### src/rtl/cpu_types_pkg.sv
// rtl/cpu_types_pkg.sv - shared fetch-stage types and helpers
package cpu_types_pkg;

  typedef enum logic [1:0] {
    IDLE  = 2'd0,
    FETCH = 2'd1,
    HOLD  = 2'd2,
    HALT  = 2'd3
  } fetch_state_t;

  typedef enum logic [1:0] {
    PC_SEQ = 2'd0,
    PC_BR  = 2'd1,
    PC_JMP = 2'd2
  } pcsrc_t;

  // Jump wins over a taken branch resolved in the same cycle
  function automatic pcsrc_t redirect_src(input logic jump);
    return jump ? PC_JMP : PC_BR;
  endfunction

endpackage

### src/rtl/fetch_watchdog.sv
// rtl/fetch_watchdog.sv - saturating counter of consecutive unanswered fetch cycles
module fetch_watchdog #(
  parameter int WAIT_LIMIT = 255
) (
  input  logic CLK,
  input  logic nRST,
  input  logic en,
  input  logic clr,
  output logic expired
);

  localparam int CW = ($clog2(WAIT_LIMIT + 1) > 8) ? $clog2(WAIT_LIMIT + 1) : 8;
  localparam logic [CW-1:0] LIMIT = CW'(WAIT_LIMIT);

  logic [CW-1:0] cnt;

  // Count unanswered cycles, saturating at the limit; any answer restarts the count
  always_ff @(posedge CLK or negedge nRST) begin
    if (!nRST) begin
      cnt <= '0;
    end else if (clr) begin
      cnt <= '0;
    end else if (en && (cnt != LIMIT)) begin
      cnt <= cnt + CW'(1);
    end
  end

  // Fires during the cycle that brings the count to the limit so the sticky
  // error is visible right after that cycle's edge
  assign expired = en && (cnt >= (LIMIT - CW'(1)));

endmodule

### src/rtl/fetch_ctrl.sv
// rtl/fetch_ctrl.sv - instruction fetch sequencing: PC enable, redirect, stall and halt control
module fetch_ctrl
  import cpu_types_pkg::*;
#(
  parameter int WAIT_LIMIT = 255
) (
  input  logic        CLK,
  input  logic        nRST,
  input  logic        ihit,
  input  logic        stall,
  input  logic        branch_taken,
  input  logic        jump,
  input  logic        halt,
  output logic        iREN,
  output logic        pcEN,
  output logic [1:0]  pc_src,
  output logic        ifid_en,
  output logic        ifid_flush,
  output logic        redirect_ack,
  output logic        halted,
  output logic [31:0] fetch_cnt,
  output logic        fetch_err
);

  fetch_state_t state_q, state_d;
  logic         pend_valid_q, pend_valid_d;
  pcsrc_t       pend_src_q, pend_src_d;
  logic         err_q;
  logic         redirect;
  logic         wd_en, wd_clr, wd_expired;

  assign redirect = jump | branch_taken;

  // State, pending redirect, fetch counter and sticky error registers
  always_ff @(posedge CLK or negedge nRST) begin
    if (!nRST) begin
      state_q      <= IDLE;
      pend_valid_q <= 1'b0;
      pend_src_q   <= PC_SEQ;
      fetch_cnt    <= 32'd0;
      err_q        <= 1'b0;
    end else begin
      state_q      <= state_d;
      pend_valid_q <= pend_valid_d;
      pend_src_q   <= pend_src_d;
      if (pcEN) begin
        fetch_cnt <= fetch_cnt + 32'd1;
      end
      if (wd_expired) begin
        err_q <= 1'b1;
      end
    end
  end

  // Next state and Mealy outputs; priority is halt, redirect, stall, sequential
  always_comb begin
    state_d      = state_q;
    pend_valid_d = pend_valid_q;
    pend_src_d   = pend_src_q;
    iREN         = 1'b0;
    pcEN         = 1'b0;
    pc_src       = PC_SEQ;
    ifid_en      = 1'b0;
    ifid_flush   = 1'b0;
    redirect_ack = 1'b0;
    case (state_q)
      IDLE: begin
        state_d = halt ? HALT : FETCH;
      end
      FETCH: begin
        iREN = 1'b1;
        if (!ihit) begin
          // Memory not answered yet: remember the redirect, defer any halt
          if (redirect) begin
            pend_valid_d = 1'b1;
            pend_src_d   = redirect_src(jump);
          end
        end else if (halt) begin
          ifid_en      = 1'b1;
          pend_valid_d = 1'b0;
          state_d      = HALT;
        end else if (redirect || pend_valid_q) begin
          // A fresh redirect this cycle supersedes the remembered one
          pcEN         = 1'b1;
          pc_src       = redirect ? redirect_src(jump) : pend_src_q;
          ifid_flush   = 1'b1;
          redirect_ack = 1'b1;
          pend_valid_d = 1'b0;
        end else if (stall) begin
          state_d = HOLD;
        end else begin
          pcEN    = 1'b1;
          ifid_en = 1'b1;
        end
      end
      HOLD: begin
        if (halt) begin
          state_d = HALT;
        end else if (redirect) begin
          pcEN         = 1'b1;
          pc_src       = redirect_src(jump);
          ifid_flush   = 1'b1;
          redirect_ack = 1'b1;
          state_d      = FETCH;
        end else if (!stall) begin
          pcEN    = 1'b1;
          ifid_en = 1'b1;
          state_d = FETCH;
        end
      end
      HALT: begin
        state_d = HALT;
      end
      default: begin
        state_d = IDLE;
      end
    endcase
  end

  assign halted    = (state_q == HALT);
  assign fetch_err = err_q;
  assign wd_en     = (state_q == FETCH) && !ihit;
  assign wd_clr    = ihit;

  fetch_watchdog #(
    .WAIT_LIMIT(WAIT_LIMIT)
  ) u_watchdog (
    .CLK    (CLK),
    .nRST   (nRST),
    .en     (wd_en),
    .clr    (wd_clr),
    .expired(wd_expired)
  );

endmodule

### config.mk
export PLATFORM = sky130hd
export DESIGN_NAME = fetch_ctrl
export DESIGN_NICKNAME = d
export VERILOG_FILES = /design/src/rtl/cpu_types_pkg.sv /design/src/rtl/fetch_watchdog.sv /design/src/rtl/fetch_ctrl.sv
export SDC_FILE = /design/constraint.sdc
export NUM_CORES = 1
export LEC_CHECK = 0
export ABC_AREA = 1
export BUFFER_PORTS_ARGS = -buffer_cell sky130_fd_sc_hd__buf_2
export CAP_MARGIN = 40
export CORE_MARGIN = 4
export CORE_UTILIZATION = 43
export DETAILED_ROUTE_END_ITERATION = 16
export SLEW_MARGIN = 5
export SYNTH_ARGS = -nofsm -noshare
export SYNTH_HDL_FRONTEND = slang
export SYNTH_SLANG_ARGS = --single-unit
### constraint.sdc
create_clock -name CLK -period 1.8 [get_ports CLK]
set_input_delay 0.09 -clock CLK [delete_from_list [all_inputs] [get_ports CLK]]
set_output_delay 0.09 -clock CLK [all_outputs]
set_load 0.005 [all_outputs]
==> results of run 1 <==
## repair_timing
item	in CTS	in global routing
endpoints found under the setup margin	1	27
hold buffers	1	0
pin swaps	0	1
cloned	0	1
resized for setup	4	8
endpoints found under the hold margin	20	0
setup buffers	0	2
## where the power goes
| part | total, W | internal, W | leakage, nW | switching (W) |
|---|---|---|---|---|
| Combinational | 0.0000591 | 0.0000162 | 0.981 | 0.0000429 |
| Clock | 0.000640 | 0.000275 | 0.0452 | 0.000365 |
| Sequential | 0.00104 | 0.00104 | 0.619 | 0.000000655 |
| Total | 0.00173 | 0.00133 | 1.65 | 0.000409 |
## stage by stage
step	cells	total power (W)
after global routing	564	0.00181
after global placement	552	0.00111
after detailed placement	552	0.00111
after CTS	561	0.00176
after floorplan	429	0.00107
final	564	0.00173
## cell usage after synthesis
| master | n | share of area [%] |
|---|---|---|
| a21oi_1 | 7 | 1.2 |
| and2_1 | 1 | 0.21 |
| and3_1 | 1 | 0.21 |
| buf_2 | 2 | 0.34 |
| buf_4 | 3 | 0.77 |
| buf_6 | 2 | 0.77 |
| clkinv_1 | 2 | 0.26 |
| dfrtp_1 | 46 | 39 |
| ha_1 | 6 | 2.6 |
| inv_1 | 35 | 4.5 |
| inv_2 | 3 | 0.38 |
| nand2_1 | 173 | 22 |
| nand2_2 | 1 | 0.21 |
| nand2_4 | 1 | 0.38 |
| nand3_1 | 32 | 5.4 |
| nand3_2 | 1 | 0.34 |
| nand3_4 | 1 | 0.60 |
| nand3b_1 | 1 | 0.26 |
| nand4_1 | 9 | 1.9 |
| nor2_1 | 52 | 6.6 |
| nor2_2 | 5 | 1.1 |
| nor3_1 | 3 | 0.51 |
| o2111ai_1 | 1 | 0.30 |
| o21a_1 | 1 | 0.26 |
| o21ai_0 | 16 | 2.7 |
| o21bai_1 | 1 | 0.26 |
| o22ai_1 | 2 | 0.43 |
| xnor2_1 | 12 | 3.6 |
| xor2_1 | 9 | 2.7 |
## registers in the layout, indices dropped and copies added, names as in the netlist
signal / cells
fetch_cnt: 32
fetch_err: 1
pend_src_q: 2
pend_valid_q: 1
state_q: 2
u_watchdog.cnt: 8
## layout make-up
type | count | area, um2
fill | 658 | 3070
multi-input combinational | 336 | 1600
sequential | 46 | 1150
timing repair buffer | 56 | 318
inverter | 40 | 164
tap | 77 | 96.3
clock buffer | 6 | 72.6
clock inverter | 2 | 13.8
timing repair inverter | 1 | 8.76
## worst max-delay path: stages, from the launching register on
cell      delay [ns]
dfrtp_1         0.39
inv_1           0.06
ha_1            0.20
nand2_2         0.09
inv_2           0.05
nand3_2         0.10
nand3_4         0.10
nand2_8         0.11
clkinv_8        0.08
buf_2           0.13
## logic make-up (layout without fill, tap and decap cells)
logic type / count (synthesis) / after routing / share of synthesized area [%]
AOI/OAI and AO/OA: 28 / 28 / 5.15
and+or+nand+nor: 281 / 281 / 39.9
xor gates and xnor gates: 21 / 21 / 6.26
DFF: 46 / 46 / 39.2
buffers and inverters: 47 / 105 / 6.98
adders and majority gates: 6 / 6 / 2.55
## final timing paths
path / from / end / slack (ns) / cells past startpoint
worst min register to register: fetch_err / fetch_err / 0.48 / 1
max in group asynchronous: nRST / fetch_cnt[2] / 0.98 / 3
min in group asynchronous: nRST / pend_src_q[0] / 0.29 / 2
worst max register to register: state_q[1] / fetch_cnt[0] / 0.17 / 9
worst min-delay path: jump / pend_src_q[0] / 0.13 / 4
worst max-delay path: state_q[1] / pcEN / 0.09 / 9
## per-layer routing
layer | GRT usage, % | up-vias | part of all wire, %
li1 | - | 1462 | -
met1 | 27.1 | 1325 | 49
met2 | 28.0 | 69 | 44
met3 | 3.83 | 7 | 5.8
met4 | 4.85 | 0 | 1.1
met5 | 0 | - | 0
==> results_dict.tcl, run 1 <==
set metrics [dict create \
    rsz0062_at_grt "yes" \
    antenna_found_initial 0 \
    layout_commonest_cell "nand2_1" \
    finalCritPeriodShare_pct 94.9 \
    syn-instance-count 429 \
    ys_seq_elements 46 \
    fmax_mhz 585 \
    wl_per_cell_um 13.0 \
    grt_pass1_wl_um 12600 \
    drive_gt1_share_pct 16.8 \
    io_buffers 47 \
    cap_violations 0 \
    fp.dieW_um 90.7 \
    setup_violations 0 \
    numClockSinks 46 \
    cp-end-kind "output pin" \
    ys_seq_area_share_pct 39.2 \
    required_ns 1.71 \
    die_area_um2 8220 \
    wl_um 7310 \
    final.min_clock_period_ns 1.71 \
    hp-class "in2reg" \
    crit_arrival_ns 1.62 \
    cts_tree "yes" \
    p_per_area_nw_per_um2 506 \
    rows 29 \
    worst_pin_slew_ns 0.537 \
    crit_type "reg2out" \
    start_util_pct 45.3 \
    whs_ns 0.134 \
    dr_total_vias 2863 \
    syn_nets 442 \
    layout_setup_ws_ns 0.0916 \
    cts-htree-levels 2 \
    crit_fanout 11 \
    leakagePower_nw 1.65 \
    vdd_ir_drop_max_v 0.000279 \
    ant_nets 0 \
    cts_buffers 5 \
    core_region_area_um2 6490 \
    mostFrequentLayoutCells "nand2_1, nor2_1, buf_2" \
    synth_warnings 0 \
    diodes 0 \
    setup_tns_ns 0 \
    finalHoldViolCount 0 \
    cp-start-kind "flip-flop" \
    avgSynthCellArea_um2 6.85 \
    cts.path.max_buffers 2 \
    utilization_pct 52.8 \
    path_clk_slew_ns 0.09 \
    worst_skew_pair.late_latency_ns 0.30 \
    die-height_um 90.7 \
    place_ws_ns 0.0831 \
    drt-initial-drc-count 111 \
    final_area_um2 3430 \
    globalplace.congestion 0.864 \
    dr.pass1.iters 4 \
    drc 0 \
    avgViaCountPerCell 5.08 \
    place_area_um2 3270 \
    grt_pass1_vias 2628 \
    skew_ns 0.00820 \
    dp_hpwl_um 5400 \
    grt_max_degree 27 \
    status "completed" \
    cts_root_buf "clkbuf_8" \
    slew_violations 0 \
    area_delta_synth_final_pct 16.6 \
    nets 499 \
    relSlewSlack_pct 64.2 \
    synth_area_um2 2940 \
    grt-ovfl-total 0 \
    synthDistinctLibCells 29 \
    grt.total_usage_pct 18.6 \
    pin_count 48 \
]
No activity file was read; power rests on OpenSTA's default activity.
==> run 2: changes to the inputs <==
==> constraint.sdc (replaced) <==
create_clock -name CLK -period 1.9 [get_ports CLK]
set_input_delay 0.095 -clock CLK [delete_from_list [all_inputs] [get_ports CLK]]
set_output_delay 0.095 -clock CLK [all_outputs]
set_load 0.005 [all_outputs]
==> run 2 against run 1 <==
  * First-iteration DRC count unchanged
  * Routed wire length fell by 0.79%
  * Sequential share of layout area fell by 0.16 points
  * Highest routed layer unchanged
  * Worst setup slack better by 0.055 ns
  * Largest cell class unchanged
  * Largest power group unchanged
  * Combinational power is 10% lower
  * Core utilization is 0.19 points higher
  * Power rose by 12%
  * Non-clock buffer count stayed put
==> results_dict.tcl, run 2 (synthesized netlist as in run 1, its figures left out) <==
set metrics [dict create \
    ant_nets 0 \
    area_delta_synth_final_pct 17.0 \
    dr_total_vias 2863 \
    layout_setup_ws_ns 0.147 \
    leakagePower_nw 1.67 \
    layout_commonest_cell "nand2_1" \
    grt_pass1_vias 2747 \
    globalplace.congestion 0.872 \
    grt.total_usage_pct 18.7 \
    die-height_um 90.7 \
    grt-ovfl-total 0 \
    finalCritPeriodShare_pct 92.3 \
    fmax_mhz 570 \
    numClockSinks 46 \
    cts.path.max_buffers 2 \
    slew_violations 0 \
    hp-class "in2reg" \
    die_area_um2 8220 \
    worst_pin_slew_ns 0.613 \
    crit_arrival_ns 1.66 \
    nets 498 \
    setup_violations 0 \
    cts_buffers 5 \
    antenna_found_initial 0 \
    relSlewSlack_pct 59.1 \
    drive_gt1_share_pct 15.6 \
    rsz0062_at_grt "no" \
    grt_pass1_wl_um 12700 \
    dr.pass1.iters 5 \
    reg_top3 "fetch_cnt: 32 flops, u_watchdog.cnt: 8 flops" \
    cp-start-kind "flip-flop" \
    io_buffers 47 \
    drt-initial-drc-count 111 \
    start_util_pct 45.3 \
    top_register "fetch_cnt" \
    pin_count 48 \
    final.min_clock_period_ns 1.75 \
    cts-htree-levels 2 \
    dp_hpwl_um 5500 \
    r2r_slack_ns 0.22 \
    cts_tree "yes" \
    skew_ns 0.00807 \
    setup_tns_ns 0 \
    path_clk_slew_ns 0.09 \
    required_ns 1.80 \
    worst_skew_pair.late_latency_ns 0.30 \
    crit_type "reg2out" \
    finalHoldViolCount 0 \
    mostFrequentLayoutCells "nand2_1, nor2_1, buf_2" \
    fp.dieW_um 90.7 \
    wl_per_cell_um 12.9 \
    core_region_area_um2 6490 \
    grt_max_degree 29 \
    drc 0 \
    cp-end-kind "output pin" \
    status "completed" \
    largest_reg_flops 32 \
    diodes 0 \
    p_per_area_nw_per_um2 565 \
    crit_fanout 21 \
    rows 29 \
    cts_root_buf "clkbuf_8" \
    wl_um 7250 \
    avgViaCountPerCell 5.09 \
    vdd_ir_drop_max_v 0.000322 \
    place_ws_ns 0.178 \
    cap_violations 0 \
]
[run 2: routing by layer]
metal  up-vias  routed length (um)  GRT usage (%)
met4         0                  87           4.21
met3         8                 342           3.25
li1       1467                   -              -
met5         -                   0              0
met1      1316                3560           25.6
met2        72                3260           30.9
[run 2: critical path, cell delays in order, from the launching register on]
cell and delay (ns):
dfrtp_1 0.38, inv_1 0.06, ha_1 0.33, clkinvlp_4 0.21
nand2_4 0.16, inv_8 0.08, buf_2 0.13
[run 2: layout make-up]
cell class,instances,area (um2)
Fill cell,661,3060
Multi-Input combinational cell,336,1580
Sequential cell,46,1150
Timing Repair Buffer,56,305
Inverter,40,161
Tap cell,77,96.3
Clock buffer,6,82.6
Clock inverter,2,60.1
[run 2: path summary, 6_finish.rpt]
kind,start,to,depth (start not counted)
min in group asynchronous,nRST,pend_src_q[1],2
hold reg to reg,fetch_err,fetch_err,1
setup reg to reg,state_q[0],fetch_cnt[5],6
max in group asynchronous,nRST,fetch_cnt[28],3
setup / recovery,state_q[0],pcEN,6
hold / removal,halt,state_q[1],4
[run 2: per-stage QoR]
step / instance area (um2) / instances / util [%] / power (W) / hold slack (ns)
floorplan: 2940 / 429 / - / 0.00102 / -0.201
global placement: 3270 / 553 / 50.3 / 0.00105 / 0.145
detailed placement: 3270 / 553 / 50.3 / 0.00105 / 0.154
CTS: 3420 / 562 / 52.7 / 0.00197 / 0.146
global route: 3440 / 563 / 53.0 / 0.00202 / 0.163
finish: 3440 / 563 / 53.0 / 0.00194 / 0.147
[run 2: what timing repair did]
action | CTS | global route
hold buffers | 1 | 0
setup buffers | 0 | 1
gates resized for setup | 1 | 3
endpoints found under the setup margin | 1 | 5
hold endpoints to repair | 26 | 0
[run 2: power breakdown]
group	leakage [nW]	internal (W)	switching, W
clock network	0.0714	0.000561	0.000349
logic	0.974	0.0000138	0.0000392
registers	0.621	0.000981	0.000000749
total	1.67	0.00156	0.000389
